### config.mk
export PLATFORM = sky130hd
export DESIGN_NAME = des_block_packer
export DESIGN_NICKNAME = d
export VERILOG_FILES = /design/src/rtl/des_pkg.sv /design/src/rtl/des_block_packer_flex_counter.sv /design/src/rtl/des_block_packer.sv
export SDC_FILE = /design/constraint.sdc
export NUM_CORES = 1
export LEC_CHECK = 0
export CAP_MARGIN = 20
export CORE_MARGIN = 8
export CORE_UTILIZATION = 25
export CTS_BUF_LIST = sky130_fd_sc_hd__clkbuf_8
export DETAILED_ROUTE_END_ITERATION = 10
export PLACE_DENSITY = 0.48
export SYNTH_ARGS = -nofsm -noshare
export SYNTH_HDL_FRONTEND = slang
export SYNTH_SLANG_ARGS = --single-unit
### constraint.sdc
create_clock -name clk -period 1.8 [get_ports clk]
set_clock_uncertainty 0.15 [all_clocks]
set_input_delay 0.36 -clock clk [delete_from_list [all_inputs] [get_ports clk]]
set_output_delay 0.36 -clock clk [all_outputs]
set_load 0.01 [all_outputs]
### src/rtl/des_pkg.sv
// Shared definitions for the DES block packer datapath.
package des_pkg;

  // Bytes per DES block. The packer supports only this value.
  localparam int unsigned BLOCK_BYTES = 8;

  // Packer states: FILL collects bytes, and HOLD presents a finished block.
  typedef enum logic {
    FILL = 1'b0,
    HOLD = 1'b1
  } state_t;

endpackage

### src/rtl/des_block_packer_flex_counter.sv
// Free-running up counter with enable. It wraps modulo 2^WIDTH.
module flex_counter #(
  parameter int unsigned WIDTH = 16
) (
  input  logic             clk,
  input  logic             n_rst,
  input  logic             count_enable,
  output logic [WIDTH-1:0] count_out
);

  logic [WIDTH-1:0] cnt_q;

  // Count one step per enabled cycle. Overflow wraps naturally.
  always_ff @(posedge clk or negedge n_rst) begin
    if (!n_rst) begin
      cnt_q <= '0;
    end else if (count_enable) begin
      cnt_q <= cnt_q + 1'b1;
    end
  end

  assign count_out = cnt_q;

endmodule

### src/rtl/des_block_packer.sv
// Packs a byte stream into 64-bit DES blocks, MSB-first.
// A short final block is padded PKCS#5-style.
module des_block_packer #(
  parameter int unsigned BLOCK_BYTES = des_pkg::BLOCK_BYTES
) (
  input  logic        clk,
  input  logic        n_rst,
  input  logic [7:0]  rx_byte,
  input  logic        rx_byte_valid,
  input  logic        rx_last,
  output logic        rx_byte_ready,
  output logic [63:0] rcv_data,
  output logic        blk_valid,
  input  logic        blk_ready,
  output logic        blk_last,
  output logic [2:0]  pad_count,
  output logic [15:0] blk_count
);

  import des_pkg::*;

  localparam logic [2:0] LAST_IDX = 3'(BLOCK_BYTES - 1);

  state_t      state;
  logic [2:0]  idx;
  logic [63:0] fill_data;
  logic        accept;
  logic        handoff;

  assign accept  = (state == FILL) && rx_byte_valid && rx_byte_ready;
  assign handoff = (state == HOLD) && blk_ready;

  // Next block contents: the incoming byte goes at idx. On a short final byte,
  // every later slot gets the pad value, so the block is complete in one cycle.
  always_comb begin
    fill_data = rcv_data;
    fill_data[63 - 8*idx -: 8] = rx_byte;
    if (rx_last) begin
      for (int unsigned i = 0; i < BLOCK_BYTES; i++) begin
        if (i > 32'(idx)) begin
          fill_data[63 - 8*i -: 8] = {5'd0, LAST_IDX - idx};
        end
      end
    end
  end

  // FILL/HOLD control, with registered handshake and block outputs.
  always_ff @(posedge clk or negedge n_rst) begin
    if (!n_rst) begin
      state         <= FILL;
      idx           <= '0;
      rcv_data      <= '0;
      blk_valid     <= 1'b0;
      blk_last      <= 1'b0;
      pad_count     <= '0;
      rx_byte_ready <= 1'b1;
    end else begin
      case (state)
        FILL: begin
          if (accept) begin
            rcv_data <= fill_data;
            if (idx == LAST_IDX) begin
              state         <= HOLD;
              blk_valid     <= 1'b1;
              rx_byte_ready <= 1'b0;
              blk_last      <= rx_last;
              pad_count     <= '0;
              idx           <= '0;
            end else if (rx_last) begin
              state         <= HOLD;
              blk_valid     <= 1'b1;
              rx_byte_ready <= 1'b0;
              blk_last      <= 1'b1;
              pad_count     <= LAST_IDX - idx;
              idx           <= '0;
            end else begin
              idx <= idx + 1'b1;
            end
          end
        end
        HOLD: begin
          if (blk_ready) begin
            state         <= FILL;
            blk_valid     <= 1'b0;
            blk_last      <= 1'b0;
            pad_count     <= '0;
            idx           <= '0;
            rx_byte_ready <= 1'b1;
          end
        end
        default: begin
          state <= FILL;
        end
      endcase
    end
  end

  flex_counter #(
    .WIDTH(16)
  ) u_blk_count (
    .clk          (clk),
    .n_rst        (n_rst),
    .count_enable (handoff),
    .count_out    (blk_count)
  );

endmodule
Yosys cells after proc, flatten, opt, wreduce, memory -nomap -nowiden. Cells that the tools add are included.

Word-level logic and storage cells: 69. Register bits: 90. Bits of input ports: 13. Output and inout port bits: 86.

Magnitude comparators: 7. Equal/unequal tests: 4. Shifts and indexed selects: 2. Bitwise logic cells: 1. Mux-type cells: 36. Add/sub/neg operators: 5. Reductions and logical operators: 6.

Operator list (count): $shift 8x34->71 const A (1); $shiftx 8x34->71 (1); $bwmux 64 (1); $mux 56 (1); $mux 8 (7); $neg 32->34 (1); $mux 3 (7); $add 16x1->16 const B (1); $mux 1 (14); $gt 3x3->1 const A (4); $pmux 3 s2 (2); $pmux 1 s2 (4); $sub 6x6->7 const A (1); $gt 2x3->1 const A (2); $ne 2x2->1 const B (2); $reduce_and 2->1 (2); $add 3x1->3 const B (1); $eq 3x3->1 const B (1); $gt 1x3->1 const A (1); $logic_and 1x1->1 (3); $ne 3x2->1 const B (1); $reduce_and 3->1 (1); $sub 3x3->3 const A (1); $not 1->1 (1).

Longest topological paths before layout. Gate-level depths: netlist (run 1).

Word-level depth: 6. Mapped depth: 7. Depth with buffers taken out: 6.

Hierarchy. Synthesis (run 1) repeated with hierarchy kept, for this count alone.

Cells, all modules: 415. Area, all modules: 4182.8 um^2.

By module, submodules not included: des_block_packer (times used 1, cells an instance 359, seq. area each 1853.0 um^2, area an instance 3487.1 um^2); flex_counter (times used 1, cells an instance 56, seq. area each 400.4 um^2, area an instance 695.7 um^2).

Worst setup path after synthesis (run 1). Ideal clock, no wire load.

Path type: register -> register. From: register idx[1]. To: register rcv_data[16]. Cell stages (with the launch flop): 8. Arrival: 1.669 ns. Data required time: 1.513 ns. Setup slack: -0.155 ns. Path buffers: 2. Path through: dfrtp_1 buf_2 inv_1 ha_1 clkbuf_1 nand3_1 a21oi_1 a21oi_1.

Cells in the longest elaborated chain, start to end: 6. Elaborated cells on any way between the ends: 8. Those cells by class: 2 x add/sub; 1 x order compare; 2 x shift; 3 x mux.

Ends and longest elaborated chain: from (decl) (line des_block_packer.sv:25) `logic [2:0] idx;`; from (signal assigned) (line des_block_packer.sv:77) `idx <= idx + 1'b1;`; $sub 6x6->7 (line des_block_packer.sv:37) `fill_data[63 - 8*idx -: 8] = rx_byte;`; $neg 32->34 (line des_block_packer.sv:37); $shiftx 8x34->71 / $shift 8x34->71 (equally long branches) (line des_block_packer.sv:37); $bwmux 64 (line des_block_packer.sv:37); $mux 8 (line des_block_packer.sv:40) `if (i > 32'(idx)) begin`; $mux 56 * (line des_block_packer.sv:38) `if (rx_last) begin`; to (signal assigned) (line des_block_packer.sv:61) `rcv_data <= fill_data;`; to (decl) (line des_block_packer.sv:12) `output logic [63:0] rcv_data,`.

Every way passes the cells marked *; elsewhere a longest branch is shown, timed or not. A chain may end at the register's enable or synchronous reset.

Worst setup path after layout (run 1).
From: register idx[1]. To: register rcv_data[24].

The elaborated chain is that of the path after synthesis.

==> results of run 1 <==
==> through the flow <==
stage / setup slack [ps] / hold slack, ps
after floorplan: 32.5 / -85.6
after global placement: -238 / 294
after detailed placement: -282 / 304
after CTS: 0.256 / 326
after global routing: -2.07 / 349
final: 50.5 / 316
==> sequential cells by signal, summed over array words and instances (netlist names) <==
name,cells
blk_last,1
blk_valid,1
idx,3
pad_count,3
rcv_data,64
rx_byte_ready,1
state,1
u_blk_count.count_out,16
==> per-layer routing <==
metal | up-vias | wire [um] | global-route usage (%)
li1 | 1853 | - | -
met1 | 1840 | 6400 | 16.7
met2 | 88 | 6410 | 20.9
met3 | 11 | 600 | 3.05
met4 | 0 | 174 | 4.01
met5 | - | 0 | 0
==> critical path, delay by kind of cell, from the launching register on <==
family | cells | cell delay [ps]
AND/OR/NAND/NOR | 2 | 270
buffers and inverters | 2 | 360
flip-flops | 1 | 460
AO/OA/AOI/OAI | 2 | 450
==> how the worst min path moves through the flow <==
stage / from / to / slack [ps] / depth (start not counted)
final: rcv_data[63]$_DFFE_PN0P_ / rcv_data[63]$_DFFE_PN0P_ / 320 / 2
after global routing: rcv_data[60]$_DFFE_PN0P_ / rcv_data[60]$_DFFE_PN0P_ / 350 / 2
after CTS: rcv_data[63]$_DFFE_PN0P_ / rcv_data[63]$_DFFE_PN0P_ / 330 / 2
after detailed placement: n_rst / u_blk_count.count_out[11]$_DFFE_PN0P_ / 300 / 2
after global placement: n_rst / u_blk_count.count_out[11]$_DFFE_PN0P_ / 290 / 2
after floorplan: n_rst / blk_last$_DFFE_PN0P_ / -90 / 0
==> placed cells by master (no fill, tap or decap), drive strengths merged, types with 11 or more instances in the layout <==
master	instances
nand3	64
nor2	19
dfrtp	89
dlymetal6s2s	22
nand2	83
o21ai	15
xnor2	13
a22o	11
buf	92
a21oi	28
dlygate4sd2	63
clkbuf	11
clkdlybuf4s50	11
==> final cells by class <==
cell class | instances | area [sq um] | area share (%)
inverters | 8 | 30.0 | 0.474
well taps | 220 | 275 | 4.34
multi-input cells | 303 | 1800 | 28.3
clock inverters | 6 | 113 | 1.78
clock buffers | 10 | 138 | 2.17
flip-flops and latches | 90 | 2260 | 35.6
repair buffers | 190 | 1730 | 27.3
==> kinds of logic (layout without fill, tap and decap cells) <==
kind of cell,count (synthesis),count (layout),share of synthesized area [%]
multiplexers,4,4,1.14
buffers and inverters,33,214,4.34
flip-flops,90,90,53.9
XOR/XNOR,15,15,3.14
adder cells (fa/ha/maj),6,6,1.79
AND/OR/NAND/NOR,202,202,23.4
AO/OA/AOI/OAI,76,76,12.3
==> power by group through the flow <==
stage               logic, mW  clock network, mW  registers [mW]
floorplan                1.73                  0            3.38
global placement         4.36                  0            3.24
detailed placement       4.41                  0            3.24
CTS                      4.16               1.76            3.18
global route             4.54               1.84            3.26
finish                   4.11               1.70            3.16
==> timing repair <==
action / 4_1_cts / 5_1_grt
endpoints found under the setup margin: 75 / 72
setup buffers: 8 / 0
gates resized for setup: 69 / 33
endpoints found under the hold margin: 89 / 0
pin swaps: 0 / 0
hold buffers: 1 / 0
==> flow_metrics.tcl, run 1 <==
set metrics [dict create \
    outcome "finished clean" \
    combPwrFrac_pct 45.8 \
    first_global_vias 3934 \
    worst_setup_path_start_kind "register" \
    cts-root-buf "clkbuf_8" \
    required_ps 1950 \
    crit_fanout 14 \
    r2r_start "idx[1]$_DFFE_PN0P_" \
    num_antenna_cells 0 \
    wl_per_cell_um 16.4 \
    period_needed_ps 1750 \
    slowest_stage "dfrtp_2" \
    fin_crit_sh_pct 97.2 \
    antenna_found_initial 0 \
    slowest_delay_ps 460 \
    clkPwrFrac_pct 19.0 \
    synth_cells 426 \
    fp.dieW_um 145 \
    drv_cap 0 \
    hold_path_class "reg -> reg" \
    grt_start_max_net_pins 91 \
    r2r_slack_ps 50 \
    synth.distinct_cells 56 \
    r2r_cells 6 \
    syn_nets 445 \
    htreeDepth 3 \
    worst_pin_slew_ps 526 \
    p_leak_nw 3.33 \
    cts_tree "done" \
    grt_pass1_wl_um 21900 \
    finalNonFillerCells 827 \
    dieArea_sq_um 21100 \
    drtPass1Iterations 4 \
    hold_viol_final 0 \
    routed_via_density 4.59 \
    worst_slew_margin_rel_pct 64.9 \
    synth.most_common_cell "dfrtp_1" \
    fin_nets 621 \
    start_util_pct 25.4 \
    vias 3792 \
    clock_sinks 90 \
    areaGrowthSynthToFinish_pct 51.6 \
    yosysWarnings 0 \
    fp.dieH_um 145 \
    synth_enable_flop_cells 0 \
    slew_viol_final 0 \
    grt_overflow_total 0 \
    power_frac_seq_pct 35.2 \
    insertion_delay_ps 360 \
    clockBufferDepth 2 \
    gr-usage-all-layers_pct 12.9 \
    p_total_mw 8.97 \
    wl_um 13600 \
    utilization_pct 38.5 \
    path_class "reg -> reg" \
    synthArstFlopShare_pct 100 \
    gp_routability_congestion 0.874 \
    place_hpwl_um 10200 \
    design_area_sq_um 6340 \
    rr_endpoint "rcv_data[24]$_DFFE_PN0P_" \
    worst_setup_path_end_kind "register" \
    yosysSeqAreaShare_pct 53.9 \
    pin_count 99 \
    synthDominantCellAreaShare_pct 53.2 \
    first_iter_violations 197 \
    startpoint "idx[1]$_DFFE_PN0P_" \
    fmax_mhz 572 \
    syn_avg_cell_area_sq_um 9.82 \
    setup_violations 0 \
    ant_nets 0 \
    pwr_density_cell_nw_per_um2 1420 \
    synth_area_leaders "dfrtp_1 (53%), nand3_1 (7.7%), nand2_1 (7.3%), a21oi_1 (3.2%), xnor2_1 (2.7%)" \
    syn_area_sq_um 4180 \
    yosys.area.top_type "dfrtp_1" \
    p_sw_share_pct 37.6 \
    switchingPower_mw 3.37 \
    crit_arrival_ps 1900 \
    dp_cells 802 \
    ys_seq_elements 90 \
    yosys-top-cells-count "dfrtp_1 (89), nand2_1 (81), nand3_1 (64)" \
    fill_cells 1678 \
    cp_common_cell "buf_4" \
    synth_flop_cell "dfrtp_1" \
    endpoint "rcv_data[24]$_DFFE_PN0P_" \
    num_rows 47 \
    p_int_mw 5.60 \
    clk_pin_slew_ps 90 \
    drc 0 \
    cts_buffers 9 \
    io_buffer_count 98 \
    drive_gt1_share_pct 23.4 \
    irDropWorstVdd_mv 0.507 \
    final.setup.tns_ps 0 \
    path_cells "buf_4 > nor2_2 > buf_4 > nand2_1 > a32oi_1 > o22a_1" \
    placed_area_sq_um 6010 \
    core_sq_um 16500 \
]
No activity file was read; power rests on OpenSTA's default activity.
==> inputs of run 2 (changes only) <==
--- a/config.mk
+++ b/config.mk
@@ -10,7 +10,7 @@
 export CORE_UTILIZATION = 25
 export CTS_BUF_LIST = sky130_fd_sc_hd__clkbuf_8
 export DETAILED_ROUTE_END_ITERATION = 10
-export PLACE_DENSITY = 0.48
+export GPL_TIMING_DRIVEN = 1
 export SYNTH_ARGS = -nofsm -noshare
 export SYNTH_HDL_FRONTEND = slang
 export SYNTH_SLANG_ARGS = --single-unit
==> run 2 against run 1 <==
  * Core utilization is 1.3 points lower
  * Cell count down 1.7%
  * Largest power group unchanged
  * Non-clock buffer count shrank 12
  * Critical path type unchanged
  * Combinational power about the same
  * Die area stayed put
  * Register-to-register slack about the same
  * Critical path depth did not move
  * Highest routed layer unchanged
  * Via count grew 2.1%
  * Global-route usage increased by 0.17 points
  * Sequential power about the same
  * Flip-flop and latch count unchanged
  * Hold slack got worse by 11 ps
==> flow_metrics.tcl, run 2 (synthesized netlist as in run 1, its figures left out) <==
set metrics [dict create \
    fin_nets 609 \
    clockBufferDepth 2 \
    num_rows 47 \
    setup_violations 0 \
    io_buffer_count 98 \
    final_cell_mix "dfrtp_1 (86), dlygate4sd2_1 (80), nand2_1 (79)" \
    cp_common_cell "buf_4" \
    clk_pin_slew_ps 90 \
    fin_ws_ps 48.0 \
    num_antenna_cells 0 \
    grt_pass1_wl_um 22200 \
    post-place-ws_ps -248 \
    path_cells "buf_4 > nor2_1 > buf_4 > nand2_1 > a32oi_1 > o22a_1" \
    p_sw_share_pct 40.2 \
    multiInputGateArea_sq_um 1820 \
    fp.dieW_um 145 \
    first_global_vias 4049 \
    htreeDepth 3 \
    slowest_delay_ps 480 \
    design_area_sq_um 6120 \
    gr-usage-all-layers_pct 13.1 \
    fmax_mhz 571 \
    worst_setup_path_end_kind "register" \
    hold_path_class "in -> async" \
    dieArea_sq_um 21100 \
    required_ps 1970 \
    path_class "reg -> reg" \
    start_util_pct 25.4 \
    vias 3872 \
    finalNonFillerCells 813 \
    outcome "finished clean" \
    fp.dieH_um 145 \
    p_leak_nw 3.05 \
    rsz0062_at_grt "yes" \
    power_frac_seq_pct 37.5 \
    first_iter_violations 211 \
    wl_um 13700 \
    utilization_pct 37.2 \
    drc 0 \
    crit_arrival_ps 1920 \
    gp_routability_congestion 0.853 \
    p_int_mw 5.08 \
    combPwrFrac_pct 48.3 \
    place_hpwl_um 10300 \
    pwr_density_cell_nw_per_um2 1390 \
    switchingPower_mw 3.42 \
    pin_count 99 \
    period_needed_ps 1750 \
    ant_nets 0 \
    slew_viol_final 0 \
    cts_tree "done" \
    cts_buffers 9 \
    crit_fanout 14 \
    core_sq_um 16500 \
    path_buf_inv 2 \
    drtPass1Iterations 5 \
    placed_area_sq_um 5910 \
    fill_cells 1680 \
    final_common_cell "dfrtp_1" \
    insertion_delay_ps 370 \
    top_register "rcv_data" \
    drv_cap 0 \
    timing.hold.ws_ps 305 \
    dp_cells 790 \
    wl_per_cell_um 16.9 \
    hold_viol_final 0 \
    grt_start_max_net_pins 30 \
    worst_setup_path_start_kind "register" \
    drive_gt1_share_pct 21.2 \
    irDropWorstVdd_mv 0.531 \
    grt_overflow_total 0 \
    worst_slew_margin_rel_pct 66.4 \
    antenna_found_initial 0 \
    ff_latch_area_sq_um 2260 \
    clock_sinks 90 \
    cts-root-buf "clkbuf_8" \
    areaGrowthSynthToFinish_pct 46.3 \
    fin_crit_sh_pct 97.3 \
    largest_register_ffs 64 \
    slowest_stage "dfrtp_2" \
    worst_pin_slew_ps 503 \
    routed_via_density 4.76 \
    cp_top_family "flip-flops" \
    clkPwrFrac_pct 14.2 \
]
run 2: routing by layer:
layer | vias to the layer above | global-route usage, % | part of all wire (%)
met1 | 1907 | 16.4 | 45
met3 | 19 | 3.82 | 5.5
li1 | 1828 | - | -
met4 | 0 | 4.11 | 1.4
met5 | - | 0 | 0
met2 | 118 | 21.3 | 48
run 2: what timing repair did:
| item | CTS | global route |
|---|---|---|
| gates resized for setup | 82 | 22 |
| hold buffers | 1 | 0 |
| pin swaps | 0 | 2 |
| endpoints found under the setup margin | 87 | 43 |
| endpoints found under the hold margin | 22 | 0 |
| buffers inserted | 4 | 4 |
run 2: layout make-up:
type                            instances  area share [%]
Timing Repair Buffer                  178            25.7
Sequential cell                        90            36.9
Multi-Input combinational cell        303            29.7
Tap cell                              220            4.50
Clock inverter                          4           0.327
Clock buffer                           10            2.25
Inverter                                8           0.572
run 2: worst reg2reg max path, delay by kind of cell, from the launching register on:
kind	cells	cell delay [ps]
buffers and inverters	2	380
and+or+nand+nor	2	250
AOI/OAI and AO/OA	2	440
DFF	1	480
run 2: path summary, 6_finish.rpt:
path,cells after the start,endpoint,slack [ps],startpoint
min,2,u_blk_count.count_out[10]$_DFFE_PN0P_,300,n_rst
min in group clk,2,rcv_data[60]$_DFFE_PN0P_,320,rcv_data[60]$_DFFE_PN0P_
max in group asynchronous,3,u_blk_count.count_out[14]$_DFFE_PN0P_,710,n_rst
max reg2reg,6,rcv_data[24]$_DFFE_PN0P_,50,idx[1]$_DFFE_PN0P_
max,6,rcv_data[24]$_DFFE_PN0P_,50,idx[1]$_DFFE_PN0P_
min reg2reg,2,rcv_data[60]$_DFFE_PN0P_,320,rcv_data[60]$_DFFE_PN0P_
run 2: stage by stage:
stage	total power [mW]	setup TNS, ps
finish	8.50	0
CTS	8.38	0
detailed placement	7.49	-12250
global route	9.13	-10.2
floorplan	5.11	0
global placement	7.40	-10770
run 2: power by group through the flow:
| stage | registers [mW] | logic (mW) | clock network [mW] |
|---|---|---|---|
| global route | 3.27 | 4.51 | 1.35 |
| floorplan | 3.38 | 1.73 | 0 |
| global placement | 3.23 | 4.17 | 0 |
| CTS | 3.19 | 3.92 | 1.27 |
| detailed placement | 3.25 | 4.25 | 0 |
| finish | 3.18 | 4.10 | 1.21 |
